File: src/rtl/pc_seq_pkg.sv
// Shared definitions for the fetch-stage next-PC controller: FSM encoding,
// redirect-source priorities and the architectural vector addresses.
package pc_seq_pkg;

    localparam logic RUN  = 1'b0;
    localparam logic WAIT = 1'b1;

    // Redirect sources; a larger value wins arbitration.
    localparam logic [2:0] SRC_NONE   = 3'd0;
    localparam logic [2:0] SRC_BRANCH = 3'd1;
    localparam logic [2:0] SRC_JUMP   = 3'd2;
    localparam logic [2:0] SRC_ERET   = 3'd3;
    localparam logic [2:0] SRC_IRQ    = 3'd4;
    localparam logic [2:0] SRC_EXC    = 3'd5;

    localparam logic [31:0] RESET_VECTOR_DEF = 32'h0040_0000;
    localparam logic [31:0] EXC_VECTOR_DEF   = 32'h8000_0180;
    localparam logic [31:0] PC_STEP_DEF      = 32'd4;

endpackage

File: src/rtl/pc_sequencer_arb.sv
// Combinational priority encoder over the redirect sources; reports the
// winning source, its target and whether it enters the handler.
module pc_redirect_arb
    import pc_seq_pkg::*;
#(
    parameter logic [31:0] EXC_VECTOR = EXC_VECTOR_DEF
) (
    input  logic        exc_req,
    input  logic        irq_take,
    input  logic        eret,
    input  logic        jump,
    input  logic        branch_taken,
    input  logic [31:0] epc,
    input  logic [31:0] jump_target,
    input  logic [31:0] branch_target,
    output logic        valid,
    output logic        is_exc,
    output logic [2:0]  src,
    output logic [31:0] target
);

    always_comb begin
        // NOTE: defaults first so every path assigns every output (no latches).
        valid  = 1'b1;
        is_exc = 1'b0;
        src    = SRC_NONE;
        target = '0;
        if (exc_req) begin
            is_exc = 1'b1;
            src    = SRC_EXC;
            target = EXC_VECTOR;
        end else if (irq_take) begin
            is_exc = 1'b1;
            src    = SRC_IRQ;
            target = EXC_VECTOR;
        end else if (eret) begin
            src    = SRC_ERET;
            target = epc;
        end else if (jump) begin
            src    = SRC_JUMP;
            target = jump_target;
        end else if (branch_taken) begin
            src    = SRC_BRANCH;
            target = branch_target;
        end else begin
            valid  = 1'b0;
        end
    end

endmodule

File: src/rtl/pc_sequencer.sv
// Next-PC controller: arbitrates redirects, parks one redirect while
// instruction memory is busy, drives flush strobes and owns EPC/in_handler.
module pc_sequencer
    import pc_seq_pkg::*;
#(
    parameter logic [31:0] RESET_VECTOR = RESET_VECTOR_DEF,
    parameter logic [31:0] EXC_VECTOR   = EXC_VECTOR_DEF,
    parameter logic [31:0] PC_STEP      = PC_STEP_DEF
) (
    input  logic        clk,
    input  logic        reset,
    input  logic [31:0] cur_pc,
    input  logic        imem_ready,
    input  logic        stall_req,
    input  logic        branch_taken,
    input  logic [31:0] branch_target,
    input  logic        jump,
    input  logic [31:0] jump_target,
    input  logic        exc_req,
    input  logic [31:0] exc_pc,
    input  logic        irq,
    input  logic        irq_en,
    input  logic        eret,
    output logic [31:0] next_pc,
    output logic        pc_write,
    output logic        flush_if,
    output logic        flush_id,
    output logic [31:0] epc,
    output logic        in_handler
);

    logic        state, state_nxt;
    logic        pend_valid, pend_valid_nxt;
    logic        pend_exc, pend_exc_nxt;
    logic [31:0] pend_target, pend_target_nxt;

    logic        irq_take;
    logic        arb_valid, arb_exc;
    logic [2:0]  arb_src;
    logic [31:0] arb_target;

    logic        take_new, eff_valid, eff_exc;
    logic [31:0] eff_target;

    logic [31:0] core_next_pc;
    logic        core_pc_write, core_flush_if, core_flush_id;

    assign irq_take = irq & irq_en & ~in_handler;

    pc_redirect_arb #(
        .EXC_VECTOR(EXC_VECTOR)
    ) u_arb (
        .exc_req      (exc_req),
        .irq_take     (irq_take),
        .eret         (eret),
        .jump         (jump),
        .branch_taken (branch_taken),
        .epc          (epc),
        .jump_target  (jump_target),
        .branch_target(branch_target),
        .valid        (arb_valid),
        .is_exc       (arb_exc),
        .src          (arb_src),
        .target       (arb_target)
    );

    // A held exception/irq can only be displaced by another exception/irq.
    assign take_new   = arb_valid & (~pend_valid | arb_exc | ~pend_exc);
    assign eff_valid  = take_new | pend_valid;
    assign eff_exc    = take_new ? arb_exc    : pend_exc;
    assign eff_target = take_new ? arb_target : pend_target;

    always_comb begin
        core_next_pc    = cur_pc;
        core_pc_write   = 1'b0;
        core_flush_if   = 1'b0;
        core_flush_id   = 1'b0;
        state_nxt       = state;
        pend_valid_nxt  = pend_valid;
        pend_exc_nxt    = pend_exc;
        pend_target_nxt = pend_target;

        if (eff_valid) begin
            if (imem_ready) begin
                core_next_pc   = eff_target;
                core_pc_write  = 1'b1;
                core_flush_if  = 1'b1;
                core_flush_id  = take_new & arb_exc;
                pend_valid_nxt = 1'b0;
                state_nxt      = RUN;
            end else begin
                pend_valid_nxt  = 1'b1;
                pend_exc_nxt    = eff_exc;
                pend_target_nxt = eff_target;
                core_flush_if   = take_new;
                core_flush_id   = take_new & arb_exc;
                state_nxt       = WAIT;
            end
        end else if (state == RUN || imem_ready) begin
            // An empty WAIT that sees imem_ready acts exactly like RUN.
            if (stall_req) begin
                state_nxt = RUN;
            end else if (!imem_ready) begin
                state_nxt = WAIT;
            end else begin
                core_next_pc  = cur_pc + PC_STEP;
                core_pc_write = 1'b1;
                state_nxt     = RUN;
            end
        end
    end

    // Outputs are forced to their reset values while reset is held low.
    assign next_pc  = reset ? core_next_pc : RESET_VECTOR;
    assign pc_write = reset & core_pc_write;
    assign flush_if = ~reset | core_flush_if;
    assign flush_id = ~reset | core_flush_id;

    always_ff @(posedge clk or negedge reset) begin
        if (!reset) begin
            state       <= RUN;
            pend_valid  <= 1'b0;
            pend_exc    <= 1'b0;
            pend_target <= '0;
            epc         <= '0;
            in_handler  <= 1'b0;
        end else begin
            // NOTE: non-blocking assignments so all registers update from pre-edge values.
            state       <= state_nxt;
            pend_valid  <= pend_valid_nxt;
            pend_exc    <= pend_exc_nxt;
            pend_target <= pend_target_nxt;
            if (take_new) begin
                case (arb_src)
                    SRC_EXC: begin
                        epc        <= exc_pc;
                        in_handler <= 1'b1;
                    end
                    SRC_IRQ: begin
                        epc        <= cur_pc;
                        in_handler <= 1'b1;
                    end
                    SRC_ERET: in_handler <= 1'b0;
                    default: ;
                endcase
            end
        end
    end

endmodule

File: config.mk
export PLATFORM = sky130hd
export DESIGN_NAME = pc_sequencer
export DESIGN_NICKNAME = d
export VERILOG_FILES = /design/src/rtl/pc_seq_pkg.sv /design/src/rtl/pc_sequencer_arb.sv /design/src/rtl/pc_sequencer.sv
export SDC_FILE = /design/constraint.sdc
export NUM_CORES = 1
export LEC_CHECK = 0
export BUFFER_PORTS_ARGS = -buffer_cell sky130_fd_sc_hd__buf_2
export CELL_PAD_IN_SITES_DETAIL_PLACEMENT = 1
export CELL_PAD_IN_SITES_GLOBAL_PLACEMENT = 1
export CORE_MARGIN = 3
export CORE_UTILIZATION = 40
export CTS_BUF_LIST = sky130_fd_sc_hd__clkbuf_4
export DETAILED_ROUTE_END_ITERATION = 16
export GPL_ROUTABILITY_DRIVEN = 0
export PLACE_DENSITY_LB_ADDON = 0.2
export SLEW_MARGIN = 20
export SYNTH_ARGS = -nofsm -noshare
export SYNTH_HDL_FRONTEND = slang
export SYNTH_HIERARCHICAL = 1
export SYNTH_SLANG_ARGS = --single-unit
File: constraint.sdc
create_clock -name clk -period 4.3 [get_ports clk]
set_input_delay 0.215 -clock clk [delete_from_list [all_inputs] [get_ports clk]]
set_output_delay 0.215 -clock clk [all_outputs]
set_load 0.1 [all_outputs]
==> results.json, run 1 <==
{
  "dpl_worst_slack_ns": 0.984,
  "worstReg2RegEnd": "pend_target[28]",
  "antenna_found_initial": 0,
  "grt_max_degree": 57,
  "synth_xor_area_share_pct": 0.612,
  "cts_tree": "yes",
  "vias_per_cell": 5.77,
  "syn_inst": 647,
  "antenna_left": 0,
  "critPathCaptureType": "output pin",
  "clock-sinks": 68,
  "dr.pass1.iters": 4,
  "async_flop_share_pct": 100,
  "antenna_cells": 0,
  "fillers": 1716,
  "grt_overflow_total": 0,
  "slew_headroom_pct": 42.3,
  "num_vias": 5802,
  "hold_violations": 0,
  "drt_wl_total_mm": 20.5,
  "required_ns": 4.09,
  "drv_slew": 0,
  "synth_area_mm2": 0.00572,
  "ctsResizeCount": 0,
  "timing.hold.ws_ns": 0.0315,
  "synth_fa_ha_area_share_pct": 0.219,
  "layout_setup_ws_ns": 0.524,
  "die_y_um": 126,
  "min_path_cells": 3,
  "ir_worst_vdd_v": 0.000229,
  "avgSynthCellArea_um2": 8.84,
  "multiInputGateArea_mm2": 0.00371,
  "first_global_vias": 6236,
  "synthTopCellsByCount": "102 x nand2_1, 68 x dfrtp_1, 47 x o21ai_0, 40 x mux2i_1, 35 x mux2_2",
  "clock_path_buffers": 2,
  "cts-root-buf": "clkbuf_4",
  "holdPathEnd": "epc[2]",
  "cts_setup_buffers": 0,
  "synth-edff-count": 0,
  "start_kind": "register",
  "synth_seq_cells": 68,
  "rr_startpoint": "in_handler",
  "tns_ns": 0,
  "initial_core_util_pct": 41.1,
  "cts_buffers": 9,
  "rows": 43,
  "arrival_ns": 3.56,
  "wl_per_cell_um": 20.4,
  "core-area_mm2": 0.0139,
  "skew_ns": 0.00888,
  "drt-initial-drc-count": 245,
  "ios": 206,
  "setup_viol": 0,
  "ys_warn_count": 6,
  "min_path_type": "in -> reg",
  "yosys.area_share.simple_pct": 28.1,
  "yosysSeqAreaShare_pct": 29.7,
  "syn2layout_area_growth_pct": 26.2,
  "timing.fmax_ghz": 0.265,
  "min_from": "exc_pc[2]",
  "placed_cells": 990,
  "synthFlopType": "dfrtp_1",
  "nets": 961,
  "yosysTopAreaCell": "dfrtp_1",
  "period_share_pct": 87.8,
  "drive_gt1_share_pct": 41.8,
  "worstMarginPinSlew_ns": 0.863,
  "final_util_pct": 51.8,
  "rrSetupSlack_ns": 0.98,
  "leakage_nw": 3.20,
  "fin_crit_ns": 3.78,
  "insertion_delay_ns": 0.46,
  "syn_nets": 786,
  "final_cells": 1006,
  "dieArea_mm2": 0.0158,
  "synth.distinct_cells": 64,
  "clk_pin_slew_ns": 0.12,
  "synth-compound-area-share_pct": 21.6,
  "synth_top_family_by_area": "simple AND/OR/NAND/NOR gates",
  "crit_type": "reg -> out",
  "synth_mux_area_share_pct": 13.9,
  "port_buffers": 205,
  "rr_worst_depth": 8,
  "cp-startpoint": "in_handler",
  "power_density_mw_per_mm2": 393,
  "regArea_mm2": 0.00170,
  "status": "complete, no violations",
  "post-dp-hpwl_mm": 15.4,
  "synth_area_leaders": "dfrtp_1 30%, a221oi_2 7.6%, mux2i_1 7.0%",
  "grt_first_pass_wirelength_mm": 33.2,
  "cp_max_fo": 28,
  "rsz0062_at_grt": "false",
  "maxCapViolCount": 0,
  "dieWidth_um": 126,
  "synth.most_common_cell": "nand2_1",
  "htree_levels": 3,
  "synth_top_area_share_pct": 29.7,
  "grt_use_total_pct": 25.8,
  "drcViolationCount": 0
}
## through the flow
step | power [W] | area (µm²)
5_1_grt | 0.00297 | 7220
2_1_floorplan | 0.00202 | 5730
6_report | 0.00284 | 7220
4_1_cts | 0.00286 | 7220
3_3_place_gp | 0.00238 | 7080
3_5_place_dp | 0.00242 | 7080
## where the power goes
| group | leakage, nW | internal (W) | switching, W |
|---|---|---|---|
| combinational | 2.28 | 0.000373 | 0.00116 |
| clock | 0.0694 | 0.000182 | 0.000258 |
| sequential | 0.850 | 0.000770 | 0.0000931 |
| total | 3.20 | 0.00133 | 0.00151 |
## state kept, by name, indices dropped and copies added, names as in the netlist
signal,count
pend_exc,1
epc,32
pend_target,32
in_handler,1
state,1
pend_valid,1
## area by class of cell
class | instances | area share [%]
repair buffers | 222 | 19.8
well taps | 180 | 3.12
inverters | 7 | 0.364
clock inverters | 4 | 0.572
multi-input cells | 514 | 51.4
flip-flops and latches | 68 | 23.6
clock buffers | 11 | 1.14
## critical path: stages (launching register included)
cell and delay [ns]:
dfrtp_1 0.43, nor2_1 0.19, nor2_2 0.11, inv_2 0.35, nand3b_1 0.22, and2_2 0.60, buf_4 0.30, nand2_1 0.07
a31o_2 0.23, o22ai_1 0.15, buf_2 0.46
## layout by cell type (no fill, tap or decap), types with 9 or more instances in the layout
master / netlist / final
a221oi_2: 29 / 29
a21oi_1: 15 / 15
nor3_1: 9 / 9
a31oi_1: 10 / 10
nand4_1: 12 / 12
clkbuf_4: 0 / 11
dfrtp_1: 68 / 68
buf_4: 1 / 17
buf_12: 0 / 18
mux2_2: 35 / 35
nor2_1: 27 / 27
buf_2: 27 / 186
o21ai_0: 47 / 46
nor3_2: 28 / 28
and3_1: 16 / 16
nand3_1: 21 / 21
nand2_1: 102 / 101
mux2i_1: 40 / 40
nor2b_1: 34 / 34
## worst max-delay path by stage
stage / endpoint
2_1_floorplan: next_pc[26]
6_report: next_pc[17]
5_1_grt: next_pc[17]
3_3_place_gp: pend_target[1]
4_1_cts: next_pc[17]
3_5_place_dp: pend_target[11]
## per-layer routing
metal / track usage, % / wire [µm] / vias up
li1: - / - / 2746
met3: 3.76 / 1140 / 23
met1: 33.4 / 8800 / 2864
met2: 44.9 / 10300 / 169
met5: 0 / 0 / -
met4: 6.82 / 291 / 0
## timing repair
item,4_1_cts,5_1_grt
endpoints found under the hold margin,33,0
endpoints found under the setup margin,0,0
hold buffers,1,0
## cell families after synthesis
group	Yosys count
xor gates and xnor gates	4
buffers and inverters	65
and+or+nand+nor	282
AOI/OAI and AO/OA	152
muxes	75
adders and majority gates	1
DFF	68
No activity file was read; power rests on OpenSTA's default activity.
==> inputs of run 2 (changes only) <==
- CORE_UTILIZATION: 40 -> 41
==> results.json, run 2 (same netlist as run 1, synthesis figures left out) <==
{
  "grt_first_pass_wirelength_mm": 32.8,
  "ir_worst_vdd_v": 0.000291,
  "htree_levels": 3,
  "tns_ns": 0,
  "ctsResizeCount": 0,
  "rsz0062_at_grt": "false",
  "arrival_ns": 3.41,
  "setup_viol": 0,
  "wl_per_cell_um": 20.6,
  "intPower_w": 0.00144,
  "grt_use_total_pct": 27.3,
  "rows": 42,
  "final_area_mm2": 0.00729,
  "clock-sinks": 68,
  "dr.pass1.iters": 4,
  "dieWidth_um": 124,
  "cp_max_fo": 19,
  "placed_cells": 989,
  "antenna_found_initial": 1,
  "drt-initial-drc-count": 285,
  "grt_overflow_total": 0,
  "drt_wl_total_mm": 20.8,
  "skew_ns": 0.00751,
  "core-area_mm2": 0.0135,
  "combPwrFrac_pct": 52.1,
  "p_seq_share_pct": 29.1,
  "timing.hold.ws_ns": 0.0272,
  "num_vias": 5864,
  "crit_chain": "nor2_1, nor2_2, nand3b_1, or2_1, buf_4, nor3_1, nand3_1, o31a_1, o31ai_2, buf_12",
  "reg_top3": "epc (32), pend_target (32)",
  "port_buffers": 205,
  "grt_max_degree": 66,
  "drv_slew": 0,
  "cts_buffers": 9,
  "path_delay_family": "simple AND/OR/NAND/NOR gates",
  "path_buf_inv": 2,
  "switching_share_pct": 51.4,
  "cp_slowest_stage_delay_ns": 0.40,
  "cts-root-buf": "clkbuf_4",
  "insertion_delay_ns": 0.46,
  "post-dp-hpwl_mm": 15.6,
  "placed_area_mm2": 0.00710,
  "maxCapViolCount": 0,
  "ios": 206,
  "start_kind": "register",
  "leakage_nw": 3.25,
  "final_common_cell": "buf_2",
  "antenna_left": 0,
  "drive_gt1_share_pct": 42.0,
  "first_global_vias": 6284,
  "nets": 964,
  "cpMaxStageDelayCell": "dfrtp_1",
  "clk_pin_slew_ns": 0.12,
  "finalPower_w": 0.00297,
  "crit_type": "reg -> out",
  "power_density_mw_per_mm2": 407,
  "slew_headroom_pct": 41.2,
  "fin_crit_ns": 3.63,
  "final_cells": 1007,
  "critPathCaptureType": "output pin",
  "clock_path_buffers": 2,
  "final_cell_mix": "186 x buf_2, 102 x nand2_1, 68 x dfrtp_1",
  "timing.fmax_ghz": 0.275,
  "status": "complete, no violations",
  "dieArea_mm2": 0.0154,
  "initial_core_util_pct": 42.5,
  "required_ns": 4.09,
  "p_switching_w": 0.00153,
  "syn2layout_area_growth_pct": 27.4,
  "pwr-share-clk_pct": 18.8,
  "cts_tree": "yes",
  "hold_violations": 0,
  "vias_per_cell": 5.82,
  "fillers": 1669,
  "die_y_um": 124,
  "period_share_pct": 84.4,
  "min_path_type": "in -> reg",
  "worstMarginPinSlew_ns": 0.879,
  "drcViolationCount": 0
}
==> run 2: cell types whose count changed in the layout (fill, tap and decap cells not counted) <==
cell | before | now
buf_4 | 17 | 20
bufinv_16 | 1 | 3
clkbuf_4 | 11 | 10
clkinv_1 | 3 | 2
clkinv_2 | 0 | 1
diode_2 | 0 | 1
nand2_1 | 101 | 102
nand2_2 | 1 | 0
==> run 2: layer usage <==
| layer | vias to the layer above | track usage, % | wire length (µm) |
|---|---|---|---|
| met5 | - | 0 | 0 |
| met4 | 0 | 8.56 | 347 |
| met3 | 24 | 4.22 | 1090 |
| met2 | 175 | 48.6 | 10600 |
| met1 | 2911 | 33.7 | 8760 |
| li1 | 2754 | - | - |
==> run 2: timing repair <==
item                      in CTS  in global routing
setup buffers                  0                  0
hold buffers                   1                  0
hold endpoints to repair      27                  0
==> run 2: power groups by stage <==
stage                     registers, W  logic (W)  clock network [W]
after global routing          0.000881    0.00163           0.000595
final                         0.000862    0.00155           0.000558
after detailed placement      0.000875    0.00155                  0
after global placement        0.000862    0.00151                  0
after CTS                     0.000862    0.00156           0.000566
after floorplan                0.00140   0.000617                  0
==> run 2: stage by stage <==
step / utilization, % / worst slack [ns]
4_1_cts: 54.2 / 0.660
5_1_grt: 54.2 / 0.310
2_1_floorplan: - / 0.0651
6_report: 54.2 / 0.670
3_3_place_gp: 52.8 / 1.32
3_5_place_dp: 52.8 / 1.19
==> run 2: final cells by class <==
class / count / area (µm²) / area share (%)
tap: 176 / 220 / 3.02
multi-input combinational: 514 / 3710 / 50.9
antenna: 1 / 2.50 / 0.0343
inverter: 7 / 26.3 / 0.360
timing repair buffer: 225 / 1450 / 19.9
clock buffer: 10 / 75.1 / 1.03
sequential: 68 / 1700 / 23.3
clock inverter: 6 / 103 / 1.41
==> run 2: final timing paths <==
path                              endpoint  cells after the start  slack (ns)       start
setup / recovery               next_pc[22]                     10        0.67  in_handler
hold / removal                     epc[16]                      3        0.03  exc_pc[16]
setup reg to reg            pend_target[7]                      7        1.31  in_handler
hold reg to reg                    epc[24]                      2        0.52     epc[24]
max in group asynchronous  pend_target[23]                      3        3.12       reset
min in group asynchronous           epc[0]                      2        0.28       reset
==> run 2: tightest hold or removal path: stages <==
cell and delay (ns):
buf_2 0.07, mux2i_1 0.05, o21ai_0 0.13
